### config.mk
export PLATFORM = sky130hd
export DESIGN_NAME = dffsr_shreg
export DESIGN_NICKNAME = d
export VERILOG_FILES = /design/src/rtl/dffsr_shreg_pkg.sv /design/src/rtl/dffsr_cell.sv /design/src/rtl/dffsr_shreg.sv
export SDC_FILE = /design/constraint.sdc
export NUM_CORES = 1
export LEC_CHECK = 0
export BUFFER_PORTS_ARGS = -buffer_cell sky130_fd_sc_hd__buf_2
export CAP_MARGIN = 10
export CORE_MARGIN = 3
export CORE_UTILIZATION = 35
export CTS_CLUSTER_SIZE = 25
export DETAILED_ROUTE_END_ITERATION = 8
export PLACE_DENSITY = 0.67
export SLEW_MARGIN = 20
export SYNTH_ARGS = -nofsm -noshare
export SYNTH_HDL_FRONTEND = slang
export SYNTH_SLANG_ARGS = --single-unit
### constraint.sdc
create_clock -name CLK -period 3.44 [get_ports CLK]
set_clock_uncertainty 0.15 [all_clocks]
set_input_delay 0.688 -clock CLK [delete_from_list [all_inputs] [get_ports CLK]]
set_output_delay 0.688 -clock CLK [all_outputs]
set_load 0.01 [all_outputs]
### src/rtl/dffsr_shreg_pkg.sv
// Shared types and limits for the dffsr_shreg register slice.
// Holds the mode encoding and the legal parameter bounds.
package dffsr_shreg_pkg;

  localparam int WIDTH_MAX      = 64;
  localparam int HIST_DEPTH_MAX = 16;

  typedef enum logic [1:0] {
    MODE_HOLD = 2'b00,
    MODE_LOAD = 2'b01,
    MODE_SHL  = 2'b10,
    MODE_SHR  = 2'b11
  } mode_e;

endpackage

### src/rtl/dffsr_cell.sv
// One register bit with async reset and clear > set > next priority.
// Used WIDTH times by dffsr_shreg.
module dffsr_cell
  import dffsr_shreg_pkg::*;
(
  input  logic clk,
  input  logic rst_n,
  input  logic clr,
  input  logic set,
  input  logic nxt,
  output logic q
);

  always_ff @(posedge clk or negedge rst_n) begin
    if (!rst_n)   q <= 1'b0;
    else if (clr) q <= 1'b0;
    else if (set) q <= 1'b1;
    else          q <= nxt;
  end

endmodule

### src/rtl/dffsr_shreg.sv
// Shift/load register with per-bit sync set/clear and serial out.
// Define DFFSR_SHREG_HIST_EN to build the Q history pipeline.
module dffsr_shreg
  import dffsr_shreg_pkg::*;
#(
  parameter int WIDTH      = 8,
  parameter int HIST_DEPTH = 4
) (
  input  logic             CLK,
  input  logic             RST_N,
  input  logic [WIDTH-1:0] D,
  input  logic [WIDTH-1:0] SET,
  input  logic [WIDTH-1:0] CLR,
  input  logic             EN,
  input  logic [1:0]       MODE,
  input  logic             SIN,
  output logic [WIDTH-1:0] Q,
  output logic             SOUT,
`ifdef DFFSR_SHREG_HIST_EN
  output logic [WIDTH-1:0] Q_DLY,
  output logic             HIST_VALID,
`endif
  output logic             CONFLICT
);

  if (WIDTH < 1 || WIDTH > WIDTH_MAX) begin : g_bad_width
    $error("dffsr_shreg: WIDTH out of range");
  end
  if (HIST_DEPTH < 1 || HIST_DEPTH > HIST_DEPTH_MAX) begin : g_bad_depth
    $error("dffsr_shreg: HIST_DEPTH out of range");
  end

  logic [WIDTH-1:0] shl;
  logic [WIDTH-1:0] shr;
  logic [WIDTH-1:0] nxt;
  mode_e            mode;

  assign mode = mode_e'(MODE);

  // A 1-bit register simply takes SIN in either shift direction
  if (WIDTH == 1) begin : g_w1
    assign shl = SIN;
    assign shr = SIN;
  end else begin : g_wn
    assign shl = {Q[WIDTH-2:0], SIN};
    assign shr = {SIN, Q[WIDTH-1:1]};
  end

  always_comb begin
    nxt = Q;
    if (EN) begin
      unique case (mode)
        MODE_HOLD: nxt = Q;
        MODE_LOAD: nxt = D;
        MODE_SHL:  nxt = shl;
        MODE_SHR:  nxt = shr;
      endcase
    end
  end

  for (genvar i = 0; i < WIDTH; i++) begin : g_cell
    dffsr_cell u_cell (
      .clk   (CLK),
      .rst_n (RST_N),
      .clr   (CLR[i]),
      .set   (SET[i]),
      .nxt   (nxt[i]),
      .q     (Q[i])
    );
  end

  // Shifted-out bit is taken from pre-edge Q, so set/clear cannot mask it
  always_ff @(posedge CLK or negedge RST_N) begin
    if (!RST_N) begin
      SOUT     <= 1'b0;
      CONFLICT <= 1'b0;
    end else begin
      CONFLICT <= |(SET & CLR);
      if (EN && mode == MODE_SHL)      SOUT <= Q[WIDTH-1];
      else if (EN && mode == MODE_SHR) SOUT <= Q[0];
    end
  end

`ifdef DFFSR_SHREG_HIST_EN
  logic [WIDTH-1:0] hist [HIST_DEPTH];
  logic [4:0]       fill;

  always_ff @(posedge CLK or negedge RST_N) begin
    if (!RST_N) begin
      for (int j = 0; j < HIST_DEPTH; j++) hist[j] <= '0;
      fill <= '0;
    end else begin
      hist[0] <= Q;
      for (int j = 1; j < HIST_DEPTH; j++) hist[j] <= hist[j-1];
      if (fill != 5'(HIST_DEPTH)) fill <= fill + 5'd1;
    end
  end

  assign Q_DLY      = hist[HIST_DEPTH-1];
  assign HIST_VALID = (fill == 5'(HIST_DEPTH));
`endif

endmodule

==> impl_metrics.yaml, run 1 <==
status:
  status: "finished clean"
placement:
  dp_hpwl_um: 1370
  routabilityCongestion: 0.784
  post-place-ws_ns: 1.56
  io_buffers: 39
setup_path:
  required_ns: 2.60
  path_delay_family: "flip-flops"
  slowest_delay_ns: 0.42
  slowest_stage: "dfrtp_1"
  start_kind: "register"
  setup.worst_path.end_class: "primary output"
  r2r-end: "g_cell[3].u_cell.q"
  critPathMaxFanout: 4
  r2r_cells: 3
  reg2reg_setup_slack_ns: 2.20
  crit_type: "reg2out"
  worst_ep_arrival_time_ns: 0.85
  worstReg2RegStart: "g_cell[4].u_cell.q"
  crit_buf_inv: 1
  crit_chain: "buf_2"
global_route:
  grt-ovfl-total: 0
  grt_pass1_wl_um: 2830
  grtUsageTotal_pct: 15.6
  antenna_found_initial: 0
  grt_max_degree: 12
  grt_pass1_vias: 591
drt:
  top_layer: "met4"
  avgViaCountPerCell: 5.04
  drt_iter0_drc: 10
  vias: 610
  drt-total-wl_um: 1740
  wl_met3_um: 136
  wl_per_cell_um: 14.4
  dr_wl_met2_um: 850
  ant_nets: 0
  post-route-drc-count: 0
  drt-pass1-iter-count: 4
  wl_met1_um: 743
synthesis:
  yosysSeqAreaShare_pct: 38.0
  syn_nets: 94
  synth.distinct_cells: 14
  syn-cell-area_um2: 658
  ys_ff_latch: 10
  ys_warn_count: 0
  syn_inst: 64
  synth.avg_cell_area_um2: 10.3
finish:
  register_area_um2: 250
  nets: 127
  syn_to_final_growth_pct: 26.6
  fillers: 196
  drive_above_1_share_pct: 46.9
  antenna_cells: 0
  multiInputGateArea_um2: 320
timing:
  setup_tns_ns: 0
  fin_ws_ns: 1.75
  post-route-period-util_pct: 49.0
  rsz0062_at_grt: "no"
  slew_headroom_pct: 74.6
  setup_viol: 0
  drv_slew: 0
  fmax_mhz: 593
  hold_viol: 0
  worstMarginPinSlew_ns: 0.382
  period_minus_slack_ns: 1.69
run:
  max-cap-violations: 0
clock_tree:
  cts_num_sinks: 10
  numCtsBuffers: 3
  cts_setup_buffers: 0
  htreeDepth: 1
  clk_pin_slew_ns: 0.07
  cts_tree: "built"
  root_buffer: "clkbuf_4"
  cts_resized: 0
  cts_buffer_depth: 2
  clock_latency_ns: 0.27
  hold_buffers: 0
floorplanning:
  core_area_um2: 1750
  start_util_pct: 37.7
  fp-row-count: 15
  dieArea_um2: 2440
  io_pins: 40
  die_x_um: 49.4
  fp.dieH_um: 49.4
power_and_ir_drop:
  ir_drop_v: 0.000218
  leakage_nw: 0.416
  p_per_area_nw_per_um2: 382
min_path:
  hold_class: "in2async"
-- stage by stage --
step | hold WS (ns) | utilization, % | power [W] | std cells | instance area (µm²)
2_1_floorplan | 0.242 | - | 0.000186 | 64 | 658
3_3_place_gp | 0.368 | 45.7 | 0.000212 | 117 | 797
3_5_place_dp | 0.382 | 45.7 | 0.000213 | 117 | 797
4_1_cts | 0.121 | 47.7 | 0.000325 | 121 | 833
5_1_grt | 0.122 | 47.7 | 0.000341 | 121 | 833
6_report | 0.120 | 47.7 | 0.000319 | 121 | 833
-- how the worst max path moves through the flow --
stage,startpoint,endpoint,depth (start not counted)
after global placement,MODE[0],g_cell[2].u_cell.q,4
after floorplan,MODE[0],g_cell[0].u_cell.q,4
after global routing,g_cell[4].u_cell.q,Q[4],1
final,g_cell[1].u_cell.q,Q[1],1
after detailed placement,MODE[0],g_cell[3].u_cell.q,4
after CTS,g_cell[1].u_cell.q,Q[1],1
-- flip-flops by register name, summed over array words and instances (netlist names) --
signal	flops
CONFLICT	1
SOUT	1
g_cell.u_cell.q	8
-- logic make-up after synthesis --
logic type	synth area share, %
AOI/OAI and AO/OA	29.1
buffers and inverters	13.3
and+or+nand+nor	3.80
DFF	38.0
muxes	15.8
-- cells in the final DEF (no fill, tap or decap), drive strengths merged --
| cell type | count |
|---|---|
| a21oi | 17 |
| nand4 | 1 |
| o21ai | 1 |
| and2 | 1 |
| buf | 39 |
| mux2i | 1 |
| and3b | 1 |
| mux2 | 8 |
| dfrtp | 10 |
| a22oi | 12 |
| clkbuf | 4 |
| nor2 | 1 |
-- Yosys cell counts --
cell type / instances / area (µm²)
mux2i_1: 1 / 10.0
nor2_1: 1 / 3.75
nand4_1: 1 / 6.26
o21ai_4: 1 / 16.3
buf_2: 1 / 5.00
a21oi_1: 17 / 85.1
and2_1: 1 / 6.26
buf_4: 8 / 60.1
mux2_4: 1 / 15.0
and3b_1: 1 / 8.76
mux2_1: 7 / 78.8
dfrtp_1: 10 / 250
buf_6: 2 / 22.5
a22oi_1: 12 / 90.1
-- per-layer routing --
layer	vias to the layer above	track usage (%)
met5	-	0
met4	0	2.84
met3	2	6.73
met2	27	25.9
met1	280	18.8
li1	301	-
-- area by class of cell --
cell class / count / area share [%]
Sequential cell: 10 / 30.0
Clock buffer: 4 / 4.35
Multi-Input combinational cell: 43 / 38.4
Tap cell: 25 / 3.75
Timing Repair Buffer: 39 / 23.4
-- power breakdown --
group	leakage (nW)	internal [W]	switching (W)	total [W]
combinational	0.274	0.0000372	0.0000372	0.0000743
clock	0.0210	0.0000643	0.0000437	0.000108
sequential	0.121	0.000127	0.00000906	0.000136
Note: power is estimated with default switching activity, not from simulation.
==> run 2: changes to the inputs <==
Clock period 3.44 ns to 1.6 ns, I/O delays scaled along.
==> run 2 against run 1 <==
Against the previous run: non-clock buffer count rose by 1; cell count up 0.83%; clock-buffer cell count unchanged; first-iteration DRC count did not move; global-route usage did not move; sequential share of layout area down 0.36 points; combinational power increased by 120%; hold slack worse by 0.064 ns; wire length is 0.40% higher; worst setup slack worse by 1.5 ns; clock power increased by 110%; core utilization is 0.57 points higher; critical endpoint unchanged; largest cell class unchanged; largest power group unchanged.
==> impl_metrics.yaml, run 2 (synthesized netlist as in run 1, its figures left out) <==
clock_tree:
  cts_buffer_depth: 2
  hold_buffers: 1
  cts_resized: 0
  cts_num_sinks: 10
  cts_setup_buffers: 0
  clk_pin_slew_ns: 0.07
  cts_tree: "built"
  clock_latency_ns: 0.27
  htreeDepth: 1
  root_buffer: "clkbuf_4"
  numCtsBuffers: 3
drt:
  drt_iter0_drc: 10
  drt-pass1-iter-count: 4
  wl_per_cell_um: 14.3
  post-route-drc-count: 0
  avgViaCountPerCell: 5.02
  vias: 612
  drt-total-wl_um: 1750
  ant_nets: 0
power_and_ir_drop:
  seq_power_share_pct: 42.7
  p_clk_share_pct: 33.8
  p_int_w: 0.000493
  power_switching_w: 0.000194
  leakage_nw: 0.420
  switching_share_pct: 28.2
  p_per_area_nw_per_um2: 815
  ir_drop_v: 0.000469
  power_frac_comb_pct: 23.5
global_route:
  antenna_found_initial: 0
  grt_pass1_vias: 591
  grt_max_degree: 12
  grt_pass1_wl_um: 2830
  grtUsageTotal_pct: 15.6
  grt-ovfl-total: 0
timing:
  drv_slew: 0
  worstMarginPinSlew_ns: 0.382
  post-route-period-util_pct: 82.4
  period_minus_slack_ns: 1.32
  slew_headroom_pct: 74.6
  setup_tns_ns: 0
  hold_viol: 0
  rsz0062_at_grt: "no"
  setup_viol: 0
  whs_ns: 0.0559
  fmax_mhz: 759
setup_path:
  slowest_delay_ns: 0.42
  worstReg2RegStart: "g_cell[4].u_cell.q"
  setup.worst_path.end_class: "primary output"
  crit_buf_inv: 1
  critPathMaxFanout: 4
  crit_type: "reg2out"
  slowest_stage: "dfrtp_1"
  required_ns: 1.13
  path_delay_family: "flip-flops"
  worst_ep_arrival_time_ns: 0.85
  start_kind: "register"
  critPathLaunch: "g_cell[1].u_cell.q"
  crit_chain: "buf_2"
finish:
  largest_register_ff_count: 8
  drive_above_1_share_pct: 46.4
  reg_top3: "g_cell.u_cell.q x8, CONFLICT x1, SOUT x1"
  final_cell_mix: "buf_2 (39), a21oi_1 (17), a22oi_1 (12)"
  fillers: 195
  register_area_um2: 250
  largest-register: "g_cell.u_cell.q"
  antenna_cells: 0
  mostFrequentLayoutCell: "buf_2"
  multiInputGateArea_um2: 320
  nets: 128
  syn_to_final_growth_pct: 28.1
floorplanning:
  fp-row-count: 15
  core_area_um2: 1750
  fp.dieH_um: 49.4
  start_util_pct: 37.7
  die_x_um: 49.4
  io_pins: 40
  dieArea_um2: 2440
placement:
  dp_hpwl_um: 1370
  routabilityCongestion: 0.784
  io_buffers: 39
min_path:
  hold_class: "in2reg"
  worst_hold_startpoint: "CLR[5]"
run:
  max-cap-violations: 0
status:
  status: "finished clean"
==> run 2: per-stage QoR <==
| step | power (W) | instance area [µm²] | std cells | util [%] | worst slack (ns) |
|---|---|---|---|---|---|
| after global placement | 0.000456 | 797 | 117 | 45.7 | 0.134 |
| after floorplan | 0.000399 | 658 | 64 | - | 0.366 |
| after CTS | 0.000701 | 843 | 122 | 48.3 | 0.263 |
| after detailed placement | 0.000459 | 797 | 117 | 45.7 | 0.0930 |
| final | 0.000687 | 843 | 122 | 48.3 | 0.282 |
| after global routing | 0.000736 | 843 | 122 | 48.3 | 0.234 |
==> run 2: power by group through the flow <==
stage | clock network [W] | logic, W | registers [W]
floorplan | 0 | 0.000105 | 0.000295
detailed placement | 0 | 0.000161 | 0.000298
CTS | 0.000245 | 0.000163 | 0.000293
global route | 0.000260 | 0.000178 | 0.000297
global placement | 0 | 0.000159 | 0.000297
finish | 0.000232 | 0.000162 | 0.000293
==> run 2: cell type report <==
| cell class | instances | share of cell area [%] |
|---|---|---|
| multi-input combinational | 43 | 38.0 |
| sequential | 10 | 29.7 |
| timing repair buffer | 40 | 24.3 |
| clock buffer | 4 | 4.30 |
| tap | 25 | 3.71 |
==> run 2: metal layers <==
| metal | GRT usage (%) | share of wire (%) | vias to the layer above |
|---|---|---|---|
| met4 | 2.84 | 0.69 | 0 |
| met2 | 25.9 | 49 | 27 |
| met1 | 18.8 | 43 | 280 |
| met5 | 0 | 0 | - |
| met3 | 6.73 | 7.9 | 2 |
| li1 | - | - | 303 |
==> run 2: worst paths after layout <==
kind,end,depth (start not counted),slack (ns)
worst max-delay path,Q[1],1,0.28
worst min-delay path,g_cell[5].u_cell.q,2,0.06
worst max register to register,g_cell[3].u_cell.q,3,0.36
worst min register to register,SOUT,2,0.38
max in group asynchronous,g_cell[7].u_cell.q,2,0.81
min in group asynchronous,g_cell[4].u_cell.q,2,0.29
==> run 3: changes to the inputs <==
Clock period 1.6 ns to 1.4 ns, I/O delays scaled along.
==> run 3 against run 2 <==
Against the previous run: wire length up 1.9%; combinational power grew 16%; critical path depth stayed put; worst setup slack lost 0.16 ns; via count is 4.4% higher; highest routed layer unchanged.
==> impl_metrics.yaml, run 3 (synthesized netlist as in run 1, its figures left out) <==
finish:
  register_area_um2: 250
  syn_to_final_growth_pct: 29.3
  drive_above_1_share_pct: 46.9
  largest-register: "g_cell.u_cell.q"
  final_cell_mix: "buf_2 (39), a21oi_1 (17), a22oi_1 (12)"
  nets: 129
  reg_top3: "g_cell.u_cell.q x8, CONFLICT x1, SOUT x1"
  multiInputGateArea_um2: 320
  antenna_cells: 0
  stdcell_count: 123
  mostFrequentLayoutCell: "buf_2"
  fillers: 181
  largest_register_ff_count: 8
clock_tree:
  hold_buffers: 1
  numCtsBuffers: 3
  cts_buffer_depth: 2
  htreeDepth: 1
  cts_resized: 0
  root_buffer: "clkbuf_4"
  cts_setup_buffers: 0
  clock_latency_ns: 0.27
  cts_num_sinks: 10
  cts_tree: "built"
  clk_pin_slew_ns: 0.07
run:
  max-cap-violations: 0
timing:
  period_minus_slack_ns: 1.28
  fmax_mhz: 781
  hold_viol: 0
  worstMarginPinSlew_ns: 0.388
  setup_viol: 0
  fin_ws_ns: 0.120
  rsz0062_at_grt: "no"
  whs_ns: 0.0144
  drv_slew: 0
  post-route-period-util_pct: 91.4
  slew_headroom_pct: 74.1
setup_path:
  worst_ep_arrival_time_ns: 0.85
  critPathMaxFanout: 4
  path_delay_family: "flip-flops"
  slowest_delay_ns: 0.42
  crit_buf_inv: 1
  slowest_stage: "dfrtp_1"
  start_kind: "register"
  setup.worst_path.end_class: "primary output"
  required_ns: 0.97
  crit_type: "reg2out"
  crit_chain: "buf_2"
placement:
  io_buffers: 39
  placed_cells: 118
  dp_hpwl_um: 1400
  post-place-ws_ns: -0.0558
  routabilityCongestion: 0.761
drt:
  vias: 639
  avgViaCountPerCell: 5.20
  drt-pass1-iter-count: 4
  drt-total-wl_um: 1780
  post-route-drc-count: 0
  ant_nets: 0
  drt_iter0_drc: 12
  wl_per_cell_um: 14.5
status:
  status: "finished clean"
min_path:
  hold_class: "in2reg"
floorplanning:
  die_x_um: 49.4
  dieArea_um2: 2440
  io_pins: 40
  start_util_pct: 37.7
  fp-row-count: 15
  core_area_um2: 1750
  fp.dieH_um: 49.4
global_route:
  antenna_found_initial: 0
  grt_pass1_vias: 643
  grtUsageTotal_pct: 14.7
  grt-ovfl-total: 0
  grt_pass1_wl_um: 2760
  grt_max_degree: 12
power_and_ir_drop:
  ir_drop_v: 0.000576
  leakage_nw: 0.425
  p_per_area_nw_per_um2: 929
[run 3: power by group]
group / switching [W] / internal [W]
combinational: 0.0000928 / 0.0000948
clock: 0.000111 / 0.000158
sequential: 0.0000213 / 0.000313
[run 3: cell type report]
| type | count | share of cell area [%] |
|---|---|---|
| multi-input cells | 43 | 37.6 |
| flip-flops and latches | 10 | 29.4 |
| repair buffers | 41 | 25.0 |
| clock buffers | 4 | 4.26 |
| well taps | 25 | 3.68 |
[run 3: through the flow]
step           utilization (%)  area [µm²]  power [W]  setup TNS [ns]
6_report                  48.7         851   0.000790               0
5_1_grt                   48.7         851   0.000834               0
4_1_cts                   48.7         851   0.000798               0
3_5_place_dp              46.1         805   0.000526          -0.312
3_3_place_gp              46.1         805   0.000523         -0.0449
2_1_floorplan                -         658   0.000456               0
[run 3: final timing paths]
| kind | endpoint | cells past startpoint | slack, ns | startpoint |
|---|---|---|---|---|
| min in group asynchronous | g_cell[2].u_cell.q | 2 | 0.25 | RST_N |
| worst min register to register | SOUT | 2 | 0.38 | SOUT |
| worst max-delay path | Q[0] | 1 | 0.12 | g_cell[0].u_cell.q |
| max in group asynchronous | g_cell[6].u_cell.q | 2 | 0.65 | RST_N |
| worst max register to register | g_cell[4].u_cell.q | 3 | 0.17 | g_cell[5].u_cell.q |
| worst min-delay path | g_cell[5].u_cell.q | 2 | 0.01 | CLR[5] |
[run 3: per-layer routing]
layer  track usage, %  wire (µm)  up-vias
met5                0          0        -
met4             4.27         15        0
met3             6.42        141        2
met2             25.0        890       25
met1             16.4        735      304
li1                 -          -      308
